--- config.mk ---
export PLATFORM = sky130hd
export DESIGN_NAME = monitor_report_collector
export DESIGN_NICKNAME = d
export VERILOG_FILES = /design/src/rtl/monitor_report_pkg.sv /design/src/rtl/report_vec_fifo.sv /design/src/rtl/monitor_report_collector.sv
export SDC_FILE = /design/constraint.sdc
export NUM_CORES = 1
export LEC_CHECK = 0
export ABC_AREA = 0
export CAP_MARGIN = 10
export CORE_MARGIN = 2
export CORE_UTILIZATION = 55
export DETAILED_ROUTE_END_ITERATION = 7
export GPL_ROUTABILITY_DRIVEN = 1
export MAX_ROUTING_LAYER = met4
export PLACE_DENSITY = 0.86
export SLEW_MARGIN = 20
export SYNTH_ARGS = -nofsm -noshare
export SYNTH_HDL_FRONTEND = slang
export SYNTH_SLANG_ARGS = --single-unit
--- constraint.sdc ---
create_clock -name clk -period 8.8 [get_ports clk]
set_input_delay 1.32 -clock clk [delete_from_list [all_inputs] [get_ports clk]]
set_output_delay 1.32 -clock clk [all_outputs]
set_load 0.005 [all_outputs]
--- src/rtl/monitor_report_pkg.sv ---
// Shared types and helpers for the monitor report collector.
package monitor_report_pkg;

  localparam int NUM_REPORTS_DEFAULT = 40;
  localparam int IDX_W_DEFAULT       = 32;
  localparam int REPORT_ID_W         = 6;
  localparam int VEC_MAX             = 1 << REPORT_ID_W;

  typedef enum logic {IDLE, SCAN} state_e;

  typedef struct packed {
    logic [REPORT_ID_W-1:0]   id;
    logic [IDX_W_DEFAULT-1:0] idx;
  } report_rec_t;

  // Priority pick of the lowest set bit; returns 0 for an all-zero vector.
  function automatic logic [REPORT_ID_W-1:0] lowest_set_bit(input logic [VEC_MAX-1:0] vec);
    lowest_set_bit = '0;
    for (int i = VEC_MAX - 1; i >= 0; i--) begin
      if (vec[i]) lowest_set_bit = REPORT_ID_W'(i);
    end
  endfunction

endpackage

--- src/rtl/report_vec_fifo.sv ---
// Synchronous FIFO for captured report vectors; a push into a full FIFO is
// accepted only when a pop happens on the same edge.
module report_vec_fifo #(
  parameter int DATA_W = 72,
  parameter int DEPTH  = 4
) (
  input  logic              clk,
  input  logic              reset,
  input  logic              push,
  input  logic              pop,
  input  logic [DATA_W-1:0] din,
  output logic [DATA_W-1:0] dout,
  output logic              full,
  output logic              empty
);

  localparam int PTR_W   = $clog2(DEPTH);
  localparam int COUNT_W = PTR_W + 1;

  logic [DATA_W-1:0]  mem [DEPTH];
  logic [PTR_W-1:0]   wr_ptr;
  logic [PTR_W-1:0]   rd_ptr;
  logic [COUNT_W-1:0] count;
  logic               do_push;
  logic               do_pop;

  assign empty   = (count == '0);
  assign full    = (count == COUNT_W'(DEPTH));
  assign do_pop  = pop && !empty;
  assign do_push = push && (!full || do_pop);
  assign dout    = mem[rd_ptr];

  always_ff @(posedge clk) begin
    if (reset) begin
      wr_ptr <= '0;
      rd_ptr <= '0;
      count  <= '0;
    end else begin
      if (do_push) wr_ptr <= wr_ptr + 1'b1;
      if (do_pop)  rd_ptr <= rd_ptr + 1'b1;
      case ({do_push, do_pop})
        2'b10:   count <= count + 1'b1;
        2'b01:   count <= count - 1'b1;
        default: ;
      endcase
    end
  end

  always_ff @(posedge clk) begin
    if (do_push) mem[wr_ptr] <= din;
  end

endmodule

--- src/rtl/monitor_report_collector.sv ---
// Collects non-zero report vectors with their symbol index and serialises them
// into one record per set bit. Optional drop counter: MONITOR_REPORT_DROP_CNT_EN.
module monitor_report_collector
  import monitor_report_pkg::*;
#(
  parameter int NUM_REPORTS = NUM_REPORTS_DEFAULT,
  parameter int IDX_W       = IDX_W_DEFAULT,
  parameter int FIFO_DEPTH  = 4
) (
  input  logic                   clk,
  input  logic                   reset,
  input  logic                   run,
  input  logic [NUM_REPORTS-1:0] report_bits,
  output logic                   rec_valid,
  input  logic                   rec_ready,
  output logic [REPORT_ID_W-1:0] rec_id,
  output logic [IDX_W-1:0]       rec_idx,
  output logic                   overflow,
  output logic                   busy
`ifdef MONITOR_REPORT_DROP_CNT_EN
  ,
  output logic [15:0]            drop_cnt
`endif
);

  localparam int FIFO_W = NUM_REPORTS + IDX_W;

  state_e                 state, state_n;
  logic [IDX_W-1:0]       sym_idx;
  logic                   capture;
  logic                   fifo_pop;
  logic                   fifo_full;
  logic                   fifo_empty;
  logic [FIFO_W-1:0]      fifo_dout;
  logic                   drop;
  logic [NUM_REPORTS-1:0] work_bits;
  logic [NUM_REPORTS-1:0] work_bits_clr;
  logic [IDX_W-1:0]       work_idx;
  logic [REPORT_ID_W-1:0] cur_id;
  logic                   handshake;
  report_rec_t            rec;

  assign capture  = run && (report_bits != '0);
  assign fifo_pop = (state == IDLE) && !fifo_empty;
  assign drop     = capture && fifo_full && !fifo_pop;

  report_vec_fifo #(
    .DATA_W (FIFO_W),
    .DEPTH  (FIFO_DEPTH)
  ) u_fifo (
    .clk   (clk),
    .reset (reset),
    .push  (capture),
    .pop   (fifo_pop),
    .din   ({report_bits, sym_idx}),
    .dout  (fifo_dout),
    .full  (fifo_full),
    .empty (fifo_empty)
  );

  always_ff @(posedge clk) begin
    if (reset)    sym_idx <= '0;
    else if (run) sym_idx <= sym_idx + 1'b1;
  end

  assign cur_id        = lowest_set_bit(VEC_MAX'(work_bits));
  assign work_bits_clr = work_bits & ~(NUM_REPORTS'(1) << cur_id);
  assign handshake     = (state == SCAN) && rec_ready;

  always_ff @(posedge clk) begin
    if (reset) state <= IDLE;
    else       state <= state_n;
  end

  always_comb begin
    state_n = state;
    case (state)
      IDLE:    if (!fifo_empty) state_n = SCAN;
      SCAN:    if (rec_ready && (work_bits_clr == '0)) state_n = IDLE;
      default: state_n = IDLE;
    endcase
  end

  // Work register is datapath only; state gates its visibility.
  always_ff @(posedge clk) begin
    if (fifo_pop) begin
      work_bits <= fifo_dout[FIFO_W-1:IDX_W];
      work_idx  <= fifo_dout[IDX_W-1:0];
    end else if (handshake) begin
      work_bits <= work_bits_clr;
    end
  end

  always_comb begin
    rec     = '0;
    rec.id  = cur_id;
    rec.idx = IDX_W_DEFAULT'(work_idx);
  end

  assign rec_valid = (state == SCAN);
  assign rec_id    = rec_valid ? rec.id : '0;
  assign rec_idx   = rec_valid ? IDX_W'(rec.idx) : '0;
  assign busy      = !fifo_empty || (state != IDLE);

  always_ff @(posedge clk) begin
    if (reset)     overflow <= 1'b0;
    else if (drop) overflow <= 1'b1;
  end

`ifdef MONITOR_REPORT_DROP_CNT_EN
  always_ff @(posedge clk) begin
    if (reset)                            drop_cnt <= '0;
    else if (drop && drop_cnt != 16'hFFFF) drop_cnt <= drop_cnt + 1'b1;
  end
`endif

endmodule

# Word-level counts from Yosys, hierarchy flattened

Memories as Yosys holds them, arrays and structs flattened. A register that Yosys moved wholly into a read port is not among the register bits.
Index checks and enable logic that the tools add are counted.

Multiply operators: 0
Divide/modulo/power cells: 0
Shift operators: 1
Order comparisons: 0
Reductions and logical operators: 18
Equality and inequality tests: 3
Add/sub/neg operators: 5
Multiplexer cells: 52
Bitwise operators: 3

Operators by type and width:

| kind                  | count |
|---|---|
| $mux 6                | 41 |
| $mux 40               | 2 |
| $and 40x40->40        | 1 |
| $logic_not 40->1      | 1 |
| $not 40->40           | 1 |
| $reduce_bool 40->1    | 1 |
| $shl 1x6->40 const A  | 1 |
| $add 32x1->32 const B | 1 |
| $mux 32               | 1 |
| $logic_and 1x1->1     | 8 |
| $pmux 3 s2            | 1 |
| $add 2x1->2 const B   | 2 |
| $mux 1                | 4 |
| $mux 2                | 2 |
| $reduce_bool 2->1     | 2 |
| $add 3x1->3 const B   | 1 |
| $eq 3x3->1 const B    | 1 |
| $logic_not 1->1       | 3 |
| $logic_not 3->1       | 1 |
| $sub 3x1->3 const B   | 1 |
| $eq 2x1->1 const B    | 1 |
| $eq 2x2->1 const B    | 1 |
| $logic_or 1x1->1      | 2 |
| $pmux 1 s2            | 1 |
| $not 1->1             | 1 |

Register bits: 113
Memory bits (writable): 288
Memory bits (read-only): 0
Output and inout bits: 41
Bits in latches: 0
Memories: 1
Input bits: 44
Logic and storage cells: 91

Memory list:

| memory     | depth | bits a word | read ports | clocked after memory_dff | wr ports | RTL line              | text |
|---|---|---|---|---|---|---|---|
| u_fifo.mem | 4     | 72          | 1          | 1                        | 1        | report_vec_fifo.sv:20 | `logic [DATA_W-1:0] mem [DEPTH];` |

# Depth between registers and ports, before layout

Gate-level depths: netlist (run 1).

Word-level depth: 47
Depth in mapped cells: 12
Depth with buffers taken out: 10

# Cells and area by module

From an unflattened synthesis (run 1), not the netlist that was laid out.

Cells, all modules: 1,003
Area total of the unflattened synthesis: 16,414.5 um^2

Modules (own cells, without submodules):

| module                   | area an instance (um^2) | cells each | times used | sequential area each (um^2) |
|---|---|---|---|---|
| report_vec_fifo          | 10,898.0                | 435        | 1          | 8,828.5 |
| monitor_report_collector | 5,516.5                 | 568        | 1          | 2,842.7 |

# Worst setup path before layout (run 1)

No wires, ideal clock.

Path kind: input to register
From: input report_bits[11]
To: memory u_fifo.mem[0][0], enable pin
Stages: 6
Arrival: 4.847 ns
Required time: 8.297 ns
Library setup time: 0.503 ns
Slack: 3.450 ns
Path buffers: 1
Cells stage by stage: nor4_1 > nand4_1 > o31ai_1 > nand2b_1 > clkbuf_1 > nor2_1

Longest elaborated chain between the ends: 5

RTL lines:

| element                      | RTL line                       | text |
|---|---|---|
| start: declaration           | monitor_report_collector.sv:13 | `input logic [NUM_REPORTS-1:0] report_bits,` |
| $reduce_bool 40->1           | monitor_report_collector.sv:43 | `assign capture = run && (report_bits != '0);` |
| $logic_and 1x1->1            | monitor_report_collector.sv:43 |  |
| $logic_and 1x1->1            | report_vec_fifo.sv:30          | `assign do_push = push && (!full \|\| do_pop);` |
| $mux 1                       | report_vec_fifo.sv:50          | `if (do_push) mem[wr_ptr] <= din;` |
| $mux 1 (not written as such) | report_vec_fifo.sv:50          |  |
| end: declaration             | report_vec_fifo.sv:20          |  |

No other way between the ends.

# Worst setup path in the final report (run 1)

From: register work_bits[9]
To: output rec_id[5]

Longest elaborated chain between the ends: 11

RTL lines:

| element                  | RTL line                        | text |
|---|---|---|
| start: declaration       | monitor_report_collector.sv:36  | `logic [NUM_REPORTS-1:0] work_bits;` |
| start signal: assignment | monitor_report_collector.sv:87  | `work_bits <= fifo_dout[FIFO_W-1:IDX_W];` |
| start signal: assignment | monitor_report_collector.sv:90  | `work_bits <= work_bits_clr;` |
| $mux 6 (10 in series)    | monitor_report_pkg.sv:20        | `if (vec[i]) lowest_set_bit = REPORT_ID_W'(i);` |
| $mux 6                   | monitor_report_collector.sv:101 | `assign rec_id = rec_valid ? rec.id : '0;` |
| end: declaration         | monitor_report_collector.sv:16  | `output logic [REPORT_ID_W-1:0] rec_id,` |

No other way between the ends.

==> results of run 1 <==
==> worst max path at each step <==
stage / start / endpoint / slack [ns]
after floorplan: report_bits[11] / u_fifo.mem[0][0] / 3.45
after global placement: report_bits[1] / u_fifo.count[2] / 4.01
after detailed placement: report_bits[27] / u_fifo.count[2] / 3.98
after CTS: work_bits[9] / rec_id[5] / 4.22
after global routing: work_bits[9] / rec_id[5] / 3.96
final: work_bits[9] / rec_id[5] / 4.20
==> routing by layer <==
metal | part of all wire [%] | GRT usage (%) | wire length (um)
met4 | 3.2 | 8.57 | 1220
met5 | 0 | - | 0
met2 | 51 | 41.2 | 19100
met1 | 38 | 32.6 | 14200
met3 | 8.0 | 4.91 | 3010
==> sequential cells by signal (all words and copies together) (netlist names), named ones only <==
name / flops
u_fifo.mem: 288
work_bits: 40
sym_idx: 32
work_idx: 32
u_fifo.count: 3
u_fifo.rd_ptr: 2
u_fifo.wr_ptr: 2
overflow: 1
rec_valid: 1
==> power groups by stage <==
| stage | Combinational [mW] | Sequential [mW] | Clock (mW) |
|---|---|---|---|
| 6_report | 1.44 | 2.79 | 1.69 |
| 5_1_grt | 1.55 | 2.83 | 1.78 |
| 4_1_cts | 1.43 | 2.78 | 1.71 |
| 3_5_place_dp | 1.41 | 2.81 | 0 |
| 3_3_place_gp | 1.40 | 2.80 | 0 |
| 2_1_floorplan | 0.952 | 2.70 | 0 |
==> layout by cell type (no fill, tap or decap), types with 7 or more instances in the layout <==
| cell | synthesis | final |
|---|---|---|
| edfxtp_1 | 360 | 360 |
| o21ai_0 | 56 | 56 |
| or3_1 | 10 | 10 |
| buf_4 | 0 | 12 |
| nor4_1 | 24 | 24 |
| nand2_1 | 85 | 85 |
| a21oi_1 | 18 | 18 |
| xnor2_1 | 8 | 8 |
| dfxtp_1 | 43 | 41 |
| or4_1 | 7 | 7 |
| nor2_1 | 78 | 74 |
| clkdlybuf4s50_1 | 0 | 84 |
| nand3_1 | 15 | 15 |
| and2_1 | 36 | 36 |
| inv_1 | 25 | 24 |
| clkinv_1 | 0 | 11 |
| mux4_2 | 72 | 72 |
| xor2_1 | 23 | 23 |
| nand4_1 | 12 | 12 |
| o31ai_1 | 11 | 11 |
| nor3_1 | 15 | 15 |
| clkbuf_16 | 0 | 41 |
==> kinds of logic (layout without fill, tap and decap cells) <==
group	Yosys count	count (layout)	synth area share, %
DFF	403	403	71.7
adders and majority gates	8	8	0.654
xor gates and xnor gates	31	31	1.67
AOI/OAI and AO/OA	132	132	5.17
buffers and inverters	67	194	1.57
other	0	5	0
and+or+nand+nor	299	299	8.91
muxes	77	77	10.3
==> critical path: stages, from the launching register on <==
cell             delay, ns
edfxtp_1              0.50
nor4_1                0.68
and2_1                0.32
nand2_1               0.25
nor3_2                0.26
inv_1                 0.13
nor2_1                0.11
clkdlybuf4s50_1       0.51
==> cell type report <==
type,count,area (um^2),area share (%)
Antenna cell,5,12.5,0.0662
Clock buffer,49,1100,5.80
Clock inverter,23,211,1.12
Inverter,25,95.1,0.503
Multi-Input combinational cell,547,4370,23.1
Sequential cell,403,11700,61.8
Tap cell,384,480,2.54
Timing Repair Buffer,97,958,5.07
==> stage by stage <==
step,area (um^2),power (mW)
after global placement,17600,4.20
after floorplan,16300,3.65
after detailed placement,17600,4.22
after global routing,18900,6.15
final,18900,5.92
after CTS,18900,5.92
==> results.sh, run 1 <==
export IMPL_cp_start_kind="flop"
export IMPL_grt_pass1_vias=9665
export IMPL_fin_crit_sh_pct=52.2
export IMPL_drt_pre_antenna_iters=6
export IMPL_ys_warn_count=0
export IMPL_cts_max_path_buffers=3
export IMPL_synth_seq_cells=403
export IMPL_power_switching_mw=1.82
export IMPL_drive_gt1_share_pct=14.2
export IMPL_placed_cells=1455
export IMPL_clockPowerShare_pct=28.6
export IMPL_clock_fmax_mhz=218
export IMPL_arrival_ns=3.28
export IMPL_core_area_um2=28900
export IMPL_drt_iter0_drc=1119
export IMPL_worstMarginPinSlew_ns=1.09
export IMPL_r2r_slack_ns=4.26
export IMPL_fin_nets=1165
export IMPL_end_kind="output port"
export IMPL_min_period_ns=4.60
export IMPL_post_drt_wl_per_cell_um=24.5
export IMPL_fp_dieH_um=176
export IMPL_timing_rr_start="work_bits[12]"
export IMPL_whs_endpoint="u_fifo.count[2]"
export IMPL_cp_max_fo=7
export IMPL_synth_ff_type="edfxtp_1"
export IMPL_post_cts_setup_buffers=0
export IMPL_root_buffer="clkbuf_16"
export IMPL_fp_row_count=62
export IMPL_async_flop_share_pct=0
export IMPL_cp_required_ns=7.48
export IMPL_p_int_mw=4.10
export IMPL_avgSynthCellArea_um2=16.0
export IMPL_grt_setup_unrepaired="false"
export IMPL_final_cells=1533
export IMPL_dp_slack_ns=3.98
export IMPL_reg2regPathDepth=10
export IMPL_netlist_area_um2=16300
export IMPL_dp_hpwl_um=22700
export IMPL_finalWirelength_um=37500
export IMPL_clk_transition_reported_paths_ns=0.06
export IMPL_syn_instance_count=1017
export IMPL_start_util_pct=56.2
export IMPL_synth_top_cell_area_share_pct=66.4
export IMPL_hp_start="u_fifo.count[2]"
export IMPL_yosysSeqAreaShare_pct=71.7
export IMPL_synthMostInstantiatedCell="edfxtp_1"
export IMPL_drv_cap=0
export IMPL_routabilityCongestion=0.957
export IMPL_setup_violations=0
export IMPL_synth_edf_count=360
export IMPL_holdPathStages=2
export IMPL_die_area_um2=31000
export IMPL_finClkSkew_ns=0.0374
export IMPL_syn_to_final_growth_pct=16.2
export IMPL_cts_buffers=40
export IMPL_synth_fp_nets=1068
export IMPL_p_leak_nw=6.01
export IMPL_powerDensity_nw_per_um2=313
export IMPL_hold_viol=0
export IMPL_portBuffers=84
export IMPL_slew_headroom_pct=27.0
export IMPL_power_frac_seq_pct=47.1
export IMPL_synth_area_leaders="edfxtp_1 66%, mux4_2 10%, dfxtp_1 5.3%, nand2_1 2.0%, nor2_1 1.8%"
export IMPL_clock_sinks=403
export IMPL_vias=9560
export IMPL_grt_pass1_wl_um=57200
export IMPL_yosys_top_cells_count="360 x edfxtp_1, 85 x nand2_1, 78 x nor2_1"
export IMPL_finalSetupTns_ns=0
export IMPL_cts_hold_fix_buffers=0
export IMPL_grtUsageTotal_pct=25.4
export IMPL_via_per_inst=6.24
export IMPL_switching_share_pct=30.7
export IMPL_cts_tree="built"
export IMPL_synth_top_area_cell="edfxtp_1"
export IMPL_p_comb_share_pct=24.2
export IMPL_htree_levels=2
export IMPL_ys_types=57
export IMPL_drcViolationCount=0
export IMPL_fillCellCount=1891
export IMPL_setup_ws_ns=4.20
export IMPL_critPathKind="reg2out"
export IMPL_post_cts_resized_instances=0
export IMPL_clk_latency_ns=0.54
export IMPL_fin_util_pct=65.3
export IMPL_ir_drop_uv=212
export IMPL_r2r_end="rec_valid"
export IMPL_grt_max_degree=54
export IMPL_min_path_type="reg2reg"
export IMPL_die_w_um=176
export IMPL_hold_ws_ns=0.515
export IMPL_slew_violations=0
export IMPL_antenna_found_initial=2
export IMPL_ioPinCount=85
export IMPL_grt_overflow_total=0
export IMPL_drtAntennaViolNets=0
export IMPL_outcome="complete, no violations"
(Power assumes the default switching activity.)
==> run 2: changes to the inputs <==
CORE_UTILIZATION = 54   (was 55)
PLACE_DENSITY = 0.88   (was 0.86)
clock period = 3.8 ns   (was 8.8 ns; I/O delays follow)
==> results.sh, run 2 (synthesized netlist as in run 1, its figures left out) <==
export IMPL_outcome="complete, no violations"
export IMPL_critPathKind="reg2out"
export IMPL_dpl_cell_area_um2=18000
export IMPL_clock_sinks=403
export IMPL_top_register="u_fifo.mem"
export IMPL_cts_max_path_buffers=3
export IMPL_clock_fmax_mhz=273
export IMPL_powerDensity_nw_per_um2=724
export IMPL_worst_path_largest_cell_delay_ns=0.62
export IMPL_clk_latency_ns=0.53
export IMPL_final_cell_mix="360 x edfxtp_1, 85 x nand2_1, 84 x clkdlybuf4s50_1, 73 x nor2_1, 72 x mux4_2"
export IMPL_finClkSkew_ns=0.0117
export IMPL_setup_violations=0
export IMPL_arrival_ns=3.09
export IMPL_clk_transition_reported_paths_ns=0.06
export IMPL_power_switching_mw=4.37
export IMPL_slowest_stage="or4_1"
export IMPL_dp_hpwl_um=23900
export IMPL_r2r_slack_ns=0.24
export IMPL_grt_max_degree=98
export IMPL_grtUsageTotal_pct=26.2
export IMPL_start_util_pct=54.9
export IMPL_fin_nets=1209
export IMPL_ir_drop_uv=479
export IMPL_min_period_ns=3.66
export IMPL_drtAntennaViolNets=0
export IMPL_reg2regPathDepth=11
export IMPL_core_area_um2=29600
export IMPL_clockPowerShare_pct=27.1
export IMPL_slew_headroom_pct=26.9
export IMPL_r2r_end="rec_valid"
export IMPL_vias=9740
export IMPL_largest_reg_flops=288
export IMPL_portBuffers=84
export IMPL_drt_iter0_drc=1074
export IMPL_placed_cells=1506
export IMPL_root_buffer="clkbuf_16"
export IMPL_finalWirelength_um=39200
export IMPL_grt_pass1_vias=9859
export IMPL_drcViolationCount=0
export IMPL_worstMarginPinSlew_ns=1.09
export IMPL_via_per_inst=6.16
export IMPL_slew_violations=0
export IMPL_crit_path_end="rec_id[5]"
export IMPL_timing_rr_start="work_bits[13]"
export IMPL_p_comb_share_pct=26.6
export IMPL_path_common_cell="nor2_1"
export IMPL_p_int_mw=9.55
export IMPL_post_cts_setup_buffers=0
export IMPL_grt_overflow_total=0
export IMPL_switching_share_pct=31.4
export IMPL_cts_tree="built"
export IMPL_die_w_um=178
export IMPL_min_path_type="reg2reg"
export IMPL_drv_cap=0
export IMPL_drive_gt1_share_pct=18.0
export IMPL_end_kind="output port"
export IMPL_fp_row_count=63
export IMPL_ioPinCount=85
export IMPL_fin_util_pct=64.9
export IMPL_hold_viol=0
export IMPL_drt_pre_antenna_iters=5
export IMPL_final_common_cell="edfxtp_1"
export IMPL_cp_start_kind="flop"
export IMPL_routabilityCongestion=0.944
export IMPL_fin_crit_sh_pct=96.3
export IMPL_htree_levels=2
export IMPL_cp_required_ns=3.23
export IMPL_fp_dieH_um=178
export IMPL_grt_pass1_wl_um=59800
export IMPL_cp_max_fo=7
export IMPL_path_cells="or4_1, nor2_1, nand2_1, nor3_2, buf_4, inv_1, nor2_1, clkdlybuf4s50_1"
export IMPL_syn_to_final_growth_pct=18.3
export IMPL_grt_setup_unrepaired="false"
export IMPL_fillCellCount=1967
export IMPL_post_drt_wl_per_cell_um=24.8
export IMPL_stdcell_area_um2=19200
export IMPL_cts_buffers=39
export IMPL_crit_start="work_bits[23]"
export IMPL_largestRegisters="u_fifo.mem: 288 flops, work_bits: 40 flops"
export IMPL_p_total_mw=13.9
export IMPL_power_frac_seq_pct=46.3
export IMPL_die_area_um2=31500
export IMPL_final_cells=1580
export IMPL_p_leak_nw=6.22
export IMPL_antenna_found_initial=1
[run 2: worst min-delay path by stage]
stage,start,end,slack [ns],cells past startpoint
4_1_cts,sym_idx[21],u_fifo.mem[2][21],0.54,0
3_5_place_dp,sym_idx[21],u_fifo.mem[3][21],0.53,0
6_report,overflow,overflow,0.54,2
3_3_place_gp,u_fifo.count[2],u_fifo.count[2],0.49,2
5_1_grt,overflow,overflow,0.55,2
2_1_floorplan,overflow,overflow,0.46,2
[run 2: area by class of cell]
| cell class | count | area [um^2] | area share (%) |
|---|---|---|---|
| Sequential cell | 403 | 11700 | 60.7 |
| Clock buffer | 49 | 1060 | 5.53 |
| Clock inverter | 22 | 186 | 0.969 |
| Inverter | 25 | 95.1 | 0.494 |
| Tap cell | 390 | 488 | 2.54 |
| Antenna cell | 2 | 5.00 | 0.0260 |
| Timing Repair Buffer | 142 | 1340 | 6.96 |
| Multi-Input combinational cell | 547 | 4380 | 22.8 |
[run 2: per-layer routing]
metal / wire length, um / vias to the layer above / track usage, %
li1: - / 4251 / -
met1: 15800 / 4974 / 34.4
met2: 20200 / 441 / 43.4
met3: 2360 / 74 / 3.62
met4: 915 / 0 / 7.04
met5: 0 / - / -
[run 2: what timing repair did]
| action | in CTS | in global routing |
|---|---|---|
| endpoints found under the setup margin | 0 | 3 |
| hold buffers | 0 | 0 |
| resized for setup | 0 | 5 |
[run 2: power groups by stage]
stage / registers, mW / logic (mW) / clock network [mW]
after floorplan: 6.24 / 2.21 / 0
after global placement: 6.47 / 3.56 / 0
after detailed placement: 6.50 / 3.63 / 0
after CTS: 6.43 / 3.69 / 3.80
after global routing: 6.52 / 3.97 / 3.97
final: 6.45 / 3.70 / 3.77
[run 2: per-stage QoR]
step	hold slack (ns)	worst slack, ns	TNS [ns]
3_5_place_dp	0.526	0.0386	0
6_report	0.540	0.142	0
4_1_cts	0.536	0.0143	0
3_3_place_gp	0.492	0.0532	0
2_1_floorplan	0.463	-0.800	-230.43
5_1_grt	0.546	0.00436	0
[run 2: worst max-delay path, delay by kind of cell (launching register included)]
kind                   cells  cell delay, ns
and+or+nand+nor            5            1.33
buffers and inverters      3            0.73
DFF                        1            0.50
==> run 3: changes to the inputs <==
CORE_MARGIN = 5   (was 2)
==> results.sh, run 3 (synthesized netlist as in run 1, its figures left out) <==
export IMPL_outcome="complete, no violations"
export IMPL_ir_drop_uv=559
export IMPL_worstMarginPinSlew_ns=1.10
export IMPL_arrival_ns=3.11
export IMPL_post_drt_wl_per_cell_um=23.3
export IMPL_slew_violations=0
export IMPL_placed_cells=1495
export IMPL_routabilityCongestion=1.00
export IMPL_cts_buffers=41
export IMPL_ioPinCount=85
export IMPL_root_buffer="clkbuf_16"
export IMPL_timing_rr_start="work_bits[23]"
export IMPL_grt_setup_unrepaired="false"
export IMPL_die_w_um=184
export IMPL_grt_max_degree=73
export IMPL_vias=9535
export IMPL_powerDensity_nw_per_um2=725
export IMPL_grt_pass1_wl_um=56900
export IMPL_largest_reg_flops=288
export IMPL_crit_start="work_bits[22]"
export IMPL_drtAntennaViolNets=0
export IMPL_holdPathStages=2
export IMPL_htree_levels=2
export IMPL_core_area_um2=29700
export IMPL_largestRegisters="u_fifo.mem: 288 flops, work_bits: 40 flops"
export IMPL_drt_pre_antenna_iters=5
export IMPL_hp_start="u_fifo.rd_ptr[1]"
export IMPL_setup_violations=0
export IMPL_via_per_inst=6.07
export IMPL_p_total_mw=13.9
export IMPL_top_register="u_fifo.mem"
export IMPL_cp_start_kind="flop"
export IMPL_die_area_um2=33700
export IMPL_clock_sinks=403
export IMPL_final_common_cell="edfxtp_1"
export IMPL_antenna_found_initial=3
export IMPL_start_util_pct=54.7
export IMPL_min_path_type="reg2reg"
export IMPL_clk_transition_reported_paths_ns=0.06
export IMPL_slew_headroom_pct=26.6
export IMPL_drt_iter0_drc=1089
export IMPL_end_kind="output port"
export IMPL_fin_util_pct=64.7
export IMPL_clk_latency_ns=0.52
export IMPL_final_cell_mix="360 x edfxtp_1, 85 x nand2_1, 84 x clkdlybuf4s50_1, 72 x nor2_1, 72 x mux4_2"
export IMPL_fp_dieH_um=184
export IMPL_drcViolationCount=0
export IMPL_p_leak_nw=6.18
export IMPL_critPathKind="reg2out"
export IMPL_cp_max_fo=15
export IMPL_final_cells=1572
export IMPL_r2r_slack_ns=0.30
export IMPL_grt_overflow_total=0
export IMPL_drive_gt1_share_pct=16.9
export IMPL_portBuffers=84
export IMPL_min_period_ns=3.68
export IMPL_reg2regPathDepth=10
export IMPL_clock_fmax_mhz=272
export IMPL_cp_required_ns=3.23
export IMPL_grt_pass1_vias=9867
export IMPL_dp_hpwl_um=23700
export IMPL_fin_crit_sh_pct=96.7
export IMPL_finalWirelength_um=36700
export IMPL_dpl_cell_area_um2=17900
export IMPL_grtUsageTotal_pct=22.7
export IMPL_finClkSkew_ns=0.0126
export IMPL_hold_viol=0
export IMPL_stdcell_area_um2=19200
export IMPL_drv_cap=0
export IMPL_cts_max_path_buffers=3
export IMPL_fin_nets=1199
export IMPL_cts_tree="built"
export IMPL_fp_row_count=63
export IMPL_syn_to_final_growth_pct=18.2
run 3: cell types whose count changed in the layout (fill, tap and decap cells not counted), moves of 2 or more:
| cell | change |
|---|---|
| buf_12 | +2 |
| buf_4 | -14 |
| clkbuf_1 | +8 |
| clkbuf_16 | +2 |
| clkinv_2 | -3 |
| clkinv_4 | -2 |
| o21ai_0 | +2 |
| o21ai_1 | -2 |
run 3: what timing repair did:
| action | CTS | global route |
|---|---|---|
| gates resized for setup | 0 | 5 |
| endpoints found under the setup margin | 0 | 2 |
| setup buffers | 0 | 0 |
| hold buffers | 0 | 0 |
run 3: power breakdown:
| group | switching [mW] | total (mW) | internal, mW |
|---|---|---|---|
| Sequential | 0.622 | 6.47 | 5.84 |
| Clock | 1.59 | 3.87 | 2.29 |
| Combinational | 2.06 | 3.60 | 1.54 |
| Total | 4.27 | 13.9 | 9.67 |
run 3: per-stage QoR:
step                      setup WS [ns]  setup TNS [ns]  hold WS (ns)
after detailed placement        -0.0365         -0.0365         0.511
after floorplan                  -0.800         -230.43         0.463
final                             0.124               0         0.529
after CTS                        0.0260               0         0.529
after global placement           0.0428               0         0.498
after global routing             0.0261               0         0.549
run 3: layer usage:
layer / share of wire [%] / global-route usage (%) / up-vias
met3: 6.9 / 4.12 / 74
met5: 0 / - / -
li1: - / - / 4236
met2: 51 / 38.2 / 406
met4: 2.7 / 5.57 / 0
met1: 40 / 29.1 / 4819
run 3: area by class of cell:
| cell class | count | area [um^2] |
|---|---|---|
| sequential | 403 | 11700 |
| fill | 2035 | 10500 |
| multi-input combinational | 547 | 4390 |
| timing repair buffer | 130 | 1270 |
| clock buffer | 58 | 1130 |
| tap | 390 | 488 |
| clock inverter | 16 | 171 |
| inverter | 25 | 95.1 |
| antenna | 3 | 7.51 |
run 3: critical path: stages (launching register included):
cell and delay (ns):
edfxtp_1 0.38, buf_4 0.17, or3_1 0.30, o211ai_1 0.32, o2111a_1 0.33, or2_4 0.28, o21bai_1 0.17, nor2_1 0.13
clkdlybuf4s50_1 0.51
run 3: final timing paths:
check                                        end
worst min-delay path            u_fifo.rd_ptr[1]
worst min register to register  u_fifo.rd_ptr[1]
worst max-delay path                   rec_id[0]
worst max register to register         rec_valid
